$ cat config.mk
export PLATFORM = sky130hd
export DESIGN_NAME = branch_predictor
export DESIGN_NICKNAME = d
export VERILOG_FILES = /design/src/rtl/branch_predictor.sv
export SDC_FILE = /design/constraint.sdc
export NUM_CORES = 2
export LEC_CHECK = 0
export CELL_PAD_IN_SITES_DETAIL_PLACEMENT = 1
export CELL_PAD_IN_SITES_GLOBAL_PLACEMENT = 1
export CORE_ASPECT_RATIO = 0.75
export CORE_MARGIN = 2
export CORE_UTILIZATION = 52
export CTS_CLUSTER_DIAMETER = 120
export DETAILED_ROUTE_END_ITERATION = 16
export PLACE_DENSITY = 0.78
export SLEW_MARGIN = 20
export SYNTH_ARGS = -nofsm -noshare
export SYNTH_HDL_FRONTEND = slang
export SYNTH_SLANG_ARGS = --single-unit
$ cat constraint.sdc
create_clock -name CLK -period 6.12 [get_ports CLK]
set_input_delay 1.224 -clock CLK [delete_from_list [all_inputs] [get_ports CLK]]
set_output_delay 1.224 -clock CLK [all_outputs]
set_load 0.02 [all_outputs]
$ cat src/rtl/branch_predictor.sv
// branch_predictor: direct-mapped branch target buffer with 2-bit saturating
// counters. Lookup for the fetch PC is combinational; training happens at the
// clock edge from the branch resolved in MEM, which also produces the
// combinational mispredict/redirect request for the front of the pipe.
module branch_predictor #(
    parameter int ENTRIES = 16,
    parameter int IDXW    = $clog2(ENTRIES)
) (
    input  logic        CLK,
    input  logic        nRST,
    // fetch-side lookup
    input  logic [31:0] imemaddr_if,
    output logic        branch_hit_if,
    output logic [31:0] target_address_if,
    output logic [1:0]  branch_history_if,
    // resolved-branch update from MEM
    input  logic        update_en,
    input  logic [31:0] update_pc,
    input  logic        update_taken,
    input  logic [31:0] update_target,
    input  logic        update_hit,
    input  logic [31:0] update_pred_target,
    input  logic [31:0] update_pc_next,
    output logic        mispredict,
    output logic [31:0] correct_pc
);

    localparam int TAGW = 32 - IDXW - 2;

    // Table storage; ctr encoding: 00 strong-NT, 01 weak-NT, 10 weak-T, 11 strong-T
    logic [ENTRIES-1:0] valid_q;
    logic [TAGW-1:0]    tag_q    [ENTRIES];
    logic [31:0]        target_q [ENTRIES];
    logic [1:0]         ctr_q    [ENTRIES];

    logic [IDXW-1:0] lk_idx;
    logic [TAGW-1:0] lk_tag;
    logic            lk_match;
    logic [IDXW-1:0] up_idx;
    logic [TAGW-1:0] up_tag;
    logic            up_match;

    // Byte-offset bits of word-aligned PCs carry no information here.
    logic unused_pc_bits;
    assign unused_pc_bits = ^{imemaddr_if[1:0], update_pc[1:0]};

    assign lk_idx = imemaddr_if[IDXW+1:2];
    assign lk_tag = imemaddr_if[31:IDXW+2];
    assign up_idx = update_pc[IDXW+1:2];
    assign up_tag = update_pc[31:IDXW+2];

    // Fetch lookup: reads current table contents, no bypass from a same-cycle update
    always_comb begin
        lk_match          = valid_q[lk_idx] && (tag_q[lk_idx] == lk_tag);
        branch_hit_if     = 1'b0;
        target_address_if = 32'd0;
        branch_history_if = 2'b00;
        if (lk_match) begin
            branch_hit_if     = ctr_q[lk_idx][1];
            target_address_if = target_q[lk_idx];
            branch_history_if = ctr_q[lk_idx];
        end
    end

    // Resolution check: wrong direction, or taken to a different target than predicted
    always_comb begin
        mispredict = 1'b0;
        correct_pc = 32'd0;
        if (update_en) begin
            mispredict = (update_hit != update_taken) ||
                         (update_hit && update_taken && (update_pred_target != update_target));
        end
        if (mispredict) begin
            correct_pc = update_taken ? update_target : update_pc_next;
        end
    end

    assign up_match = valid_q[up_idx] && (tag_q[up_idx] == up_tag);

    // Training: saturating counter on a hit, allocate on a taken miss, ignore a not-taken miss
    always_ff @(posedge CLK or negedge nRST) begin
        if (!nRST) begin
            valid_q <= '0;
            for (int i = 0; i < ENTRIES; i++) begin
                tag_q[i]    <= '0;
                target_q[i] <= 32'd0;
                ctr_q[i]    <= 2'b00;
            end
        end else if (update_en) begin
            if (up_match) begin
                if (update_taken) begin
                    if (ctr_q[up_idx] != 2'b11) begin
                        ctr_q[up_idx] <= ctr_q[up_idx] + 2'd1;
                    end
                    target_q[up_idx] <= update_target;
                end else if (ctr_q[up_idx] != 2'b00) begin
                    ctr_q[up_idx] <= ctr_q[up_idx] - 2'd1;
                end
            end else if (update_taken) begin
                valid_q[up_idx]  <= 1'b1;
                tag_q[up_idx]    <= up_tag;
                target_q[up_idx] <= update_target;
                ctr_q[up_idx]    <= 2'b10;
            end
        end
    end

endmodule

### Yosys cells after proc, flatten, opt, wreduce, memory -nomap -nowiden

Index checks and enable logic that the tools add are counted.

| cells by class | value |
|---|---|
| add/sub/neg operators | 2 |
| $lt $le $gt $ge | 6 |
| eq/ne operators | 6 |
| mux-type cells | 42 |
| bitwise logic cells | 7 |
| reductions and logical operators | 13 |

Operator list:

| operator | number |
|---|---|
| $bwmux W512 | 1 |
| $bwmux W416 | 1 |
| $mux W32 | 11 |
| $bmux W26 S4 | 2 |
| $mux W26 | 5 |
| $bmux W32 S4 | 1 |
| $demux W32 S4 | 1 |
| $demux W26 S4 | 1 |
| $bwmux W32 | 2 |
| $eq A26 B26 Y1 | 2 |
| $ne A32 B32 Y1 | 1 |
| $or A16 B16 Y16 | 2 |
| $and A16 B16 Y16 | 1 |
| $bmux W2 S4 | 2 |
| $not A16 Y16 | 1 |
| $mux W2 | 6 |
| $ge A5 B5 Y1 const B | 2 |
| $lt A4 B5 Y1 const B | 2 |
| $not A4 Y5 | 2 |
| $bmux W1 S4 | 2 |
| $demux W2 S4 | 1 |
| $logic_and A1 B1 Y1 | 6 |
| $reduce_bool A2 Y1 | 3 |
| $lt A5 B1 Y1 const B | 1 |
| other kinds (13) | 17 |

| word-level totals | value |
|---|---|
| bits in registers | 976 |
| word-level logic and storage cells | 125 |

### Longest topological paths before layout

| depth | value |
|---|---|
| depth in word-level cells | 9 |
| depth in mapped cells | 16 |
| mapped depth without buffers | 9 |

### Worst setup path after synthesis

Ideal clock, no wire load.

| timing | value |
|---|---|
| path kind | input to output |
| start point | in imemaddr_if[2] |
| end point | out branch_history_if[1] |
| arrival time | 4.407 ns |
| required time | 4.896 ns |
| path slack | 0.489 ns |
| stages | 10 |
| path buffers | 3 |
| cells stage by stage | clkbuf_1 buf_1 mux4_2 mux4_2 xnor2_1 nand4_1 nor4_1 nand4_1 nor2b_1 buf_4 |

| on the way | value |
|---|---|
| longest elaborated chain between the ends | 7 |
| elaborated cells on any way between the ends | 12 |
| classes of those cells | eq/ne: 1; mux: 9; bitwise: 1; reduce/logical: 1 |

Ends and longest elaborated chain:

| item | line | RTL |
|---|---|---|
| start: declaration | 12 | `input logic [31:0] imemaddr_if,` |
| $not A4 Y5 (not written as such) | 54, 61 |  |
| $bmux W26 S4 | 54 | `lk_match = valid_q[lk_idx] && (tag_q[lk_idx] == lk_tag);` |
| $mux W26 (not written as such) (2 in a row) | 54 |  |
| $eq A26 B26 Y1 | 54 |  |
| $logic_and A1 B1 Y1 | 54 |  |
| $mux W2 (*) | 58 | `if (lk_match) begin` |
| end: declaration | 15 | `output logic [1:0] branch_history_if,` |

Every way passes the cells marked *; elsewhere a longest branch is shown, timed or not. The select of a mux whose other input is x is not followed.

### Worst setup path in the final report

| timing | value |
|---|---|
| start point | in imemaddr_if[2] |
| end point | out target_address_if[10] |

| on the way | value |
|---|---|
| longest elaborated chain between the ends | 7 |
| elaborated cells on any way between the ends | 12 |
| classes of those cells | eq/ne: 1; mux: 9; bitwise: 1; reduce/logical: 1 |

Ends and longest elaborated chain:

| item | line | RTL |
|---|---|---|
| $not A4 Y5 (not written as such) | 54, 60 |  |
| $bmux W26 S4 | 54 |  |
| $mux W26 (not written as such) (2 in a row) | 54 |  |
| $eq A26 B26 Y1 | 54 |  |
| $logic_and A1 B1 Y1 | 54 |  |
| $mux W32 (*) | 58 |  |
| end: declaration | 14 | `output logic [31:0] target_address_if,` |

Marked as above.

==> results.json <==
{
  "status": "completed",
  "critPathBufInv": 6,
  "core_mm2": 0.0955,
  "grtUsageTotal": 0.313,
  "fmax_ghz": 0.168,
  "fin_crit_sh": 0.975,
  "hold_class": "flip-flop to flip-flop",
  "fin_skew_ns": 0.0399,
  "drive_gt1_frac": 0.450,
  "cts_max_path_buffers": 3,
  "crit_top_cell": "buf_12",
  "grt_pass1_wl_um": 229000,
  "worstSetupStartpointType": "input pin",
  "ys_seq_area_frac": 0.486,
  "clk_latency_ns": 0.68,
  "synth_nets": 3413,
  "synthToLayoutAreaGrowth_pct": 14.1,
  "synth-compound-area-share": 0.0194,
  "htree_levels": 3,
  "layout_setup_ws_ns": 0.152,
  "async_reset_ff_frac": 1.00,
  "max_slew_margin": 0.195,
  "gp_congestion": 0.872,
  "synth_top_family_by_area": "multiplexers",
  "die_w_um": 363,
  "avgViaCountPerCell": 6.57,
  "clock_tree.root_cell": "clkbuf_16",
  "drtIter0Drc": 2718,
  "cts_buffers": 99,
  "synth_edf_count": 0,
  "pin_count": 233,
  "dr.pass1.iters": 5,
  "num-fill-cells": 8463,
  "setup-violations-final": 0,
  "hold_buffers": 0,
  "avgSynthCellArea_um2": 15.5,
  "cts_tree": "done",
  "worstPathMaxFanout": 25,
  "worst_path_dominant_cell_family": "buffers and inverters",
  "initial_core_util": 0.526,
  "utilization": 0.601,
  "ys.flop_type": "dfrtp_1",
  "hpwl_um": 95800,
  "synth-simple-area-share": 0.0280,
  "cap_violations": 0,
  "muxShareOfSynthArea": 0.415,
  "fin_area_mm2": 0.0574,
  "grt_antenna_before_repair": 10,
  "drv_slew": 0,
  "cts.sinks": 976,
  "grt_pass1_vias": 34500,
  "endpoint_kind": "primary output",
  "synth.cell_area_mm2": 0.0503,
  "ys_ff_latch": 976,
  "portBuffers": 228,
  "cpMaxStageDelayCell": "mux4_2",
  "required_ns": 4.90,
  "dpl_cell_area_mm2": 0.0540,
  "final_nets": 3563,
  "routed_wl_um": 154000,
  "layout_min_cycle_time_ns": 5.97,
  "drcViolationCount": 0,
  "final_hold_viol_count": 0,
  "p_per_area_mw_per_mm2": 323,
  "worst_hold_slack_ns": 0.498,
  "p_leak_nw": 25.3,
  "worstPathCellList": "buf_8 > buf_12 > mux4_2 > mux4_2 > xnor2_1 > nand4_1 > nor4_4 > buf_4 > nand4_1 > buf_12 > buf_12 > nor2b_1 > dlygate4sd2_1",
  "tightest_slew_ns": 1.18,
  "vdd_drop_max_mv": 0.248,
  "ant_nets": 0,
  "cpPeakStageDelay_ns": 0.54,
  "yosysWarningCount": 0,
  "die_area_mm2": 0.0992,
  "synth_xor_area_frac": 0.0160,
  "grt_max_degree": 165,
  "num_vias": 31000,
  "synthAdderAreaFrac": 0.000747,
  "path_class": "input pin to primary output",
  "postCtsSetupRepairBufs": 0,
  "rows": 98,
  "rsz0062_at_grt": "no",
  "clk_pin_slew_worst_paths_ns": 0.06,
  "synthCells": 3245,
  "wl_per_cell_um": 32.5,
  "grt_overflow": 0,
  "synth.distinct_cells": 72,
  "crit_arrival_ns": 4.74,
  "place_ws_ns": -0.349,
  "chipHeight_um": 273
}
area by class of cell:
| cell class | count | area [um2] | area share |
|---|---|---|---|
| tap | 1250 | 1560 | 0.0273 |
| clock inverter | 30 | 345 | 0.00602 |
| sequential | 976 | 24400 | 0.426 |
| inverter | 12 | 45.0 | 0.000785 |
| multi-input combinational | 1926 | 24200 | 0.422 |
| timing repair buffer | 380 | 3840 | 0.0669 |
| clock buffer | 146 | 2960 | 0.0515 |
| antenna | 5 | 12.5 | 0.000218 |
cell usage after synthesis (28+ instances only):
| master | n | area [um2] |
|---|---|---|
| dfrtp_1 | 976 | 24400 |
| mux2_2 | 788 | 8870 |
| mux4_2 | 373 | 8400 |
| clkbuf_1 | 183 | 687 |
| mux2_1 | 171 | 1930 |
| mux2i_1 | 127 | 1270 |
| xnor2_1 | 68 | 596 |
| nor2_1 | 50 | 188 |
| buf_1 | 49 | 184 |
| nor2b_1 | 41 | 257 |
| buf_6 | 32 | 360 |
| nor3_1 | 32 | 160 |
| buf_4 | 30 | 225 |
| buf_2 | 28 | 140 |
worst register-to-register path, cell delays in order (launching register included):
cell and delay [ns]:
dfrtp_1 0.41, mux4_2 0.59, a211oi_1 0.26, o21ai_0 0.32, a2111oi_0 1.14, buf_4 0.26, o2111ai_1 0.21, or3_2 0.63
buf_12 0.23, nand2_2 0.10, buf_12 0.30, mux2_2 0.42
state kept, by name, indices dropped and copies added, names as in the netlist:
register,count
valid_q,16
tag_q,416
target_q,512
ctr_q,32
per-stage QoR:
step,TNS (ns),total power (W),std cells
global route,0,0.0193,4724
global placement,-15.06,0.0120,4544
CTS,0,0.0186,4720
detailed placement,-53.22,0.0123,4544
finish,0,0.0186,4725
floorplan,0,0.0110,3245
metal layers:
layer | GRT usage | vias to the layer above | wire length (um) | part of all wire
li1 | - | 12500 | - | -
met1 | 0.431 | 17000 | 64300 | 0.42
met2 | 0.487 | 1177 | 72200 | 0.47
met3 | 0.0793 | 335 | 11800 | 0.077
met4 | 0.108 | 2 | 5230 | 0.034
met5 | 0 | - | 13 | 0.000085
cells in the final DEF, fill, tap and decap left out, types with 46 or more instances in the layout:
cell	instances
clkdlybuf4s50_1	184
mux2_2	788
clkbuf_16	102
mux2_1	171
dfrtp_1	976
xnor2_1	66
mux4_2	373
nor2_1	46
buf_4	125
mux2i_1	127
cell families after synthesis:
| kind of cell | count (synthesis) |
|---|---|
| buffers and inverters | 343 |
| DFF | 976 |
| AOI/OAI and AO/OA | 112 |
| and+or+nand+nor | 237 |
| xor gates and xnor gates | 92 |
| adders and majority gates | 3 |
| muxes | 1482 |
path summary, 6_finish.rpt:
kind                       slack, ns            from                    end  cells after the start
min in group asynchronous       0.60            nRST             tag_q[173]                      1
max                             0.15  imemaddr_if[2]  target_address_if[10]                     13
max in group asynchronous       4.02            nRST             tag_q[401]                      2
max reg2reg                     1.15      tag_q[295]             tag_q[321]                     11
min                             0.50     valid_q[13]            valid_q[13]                      1
min reg2reg                     0.50     valid_q[13]            valid_q[13]                      1
timing repair:
action / in CTS / in global routing
resized for setup: 26 / 15
pin swaps: 1 / 0
setup endpoints to repair: 34 / 13
where the power goes:
group / internal, W / total [W] / switching (W)
sequential: 0.00770 / 0.00857 / 0.000865
combinational: 0.00220 / 0.00378 / 0.00158
clock: 0.00359 / 0.00621 / 0.00262
No activity file was read; power rests on OpenSTA's default activity.
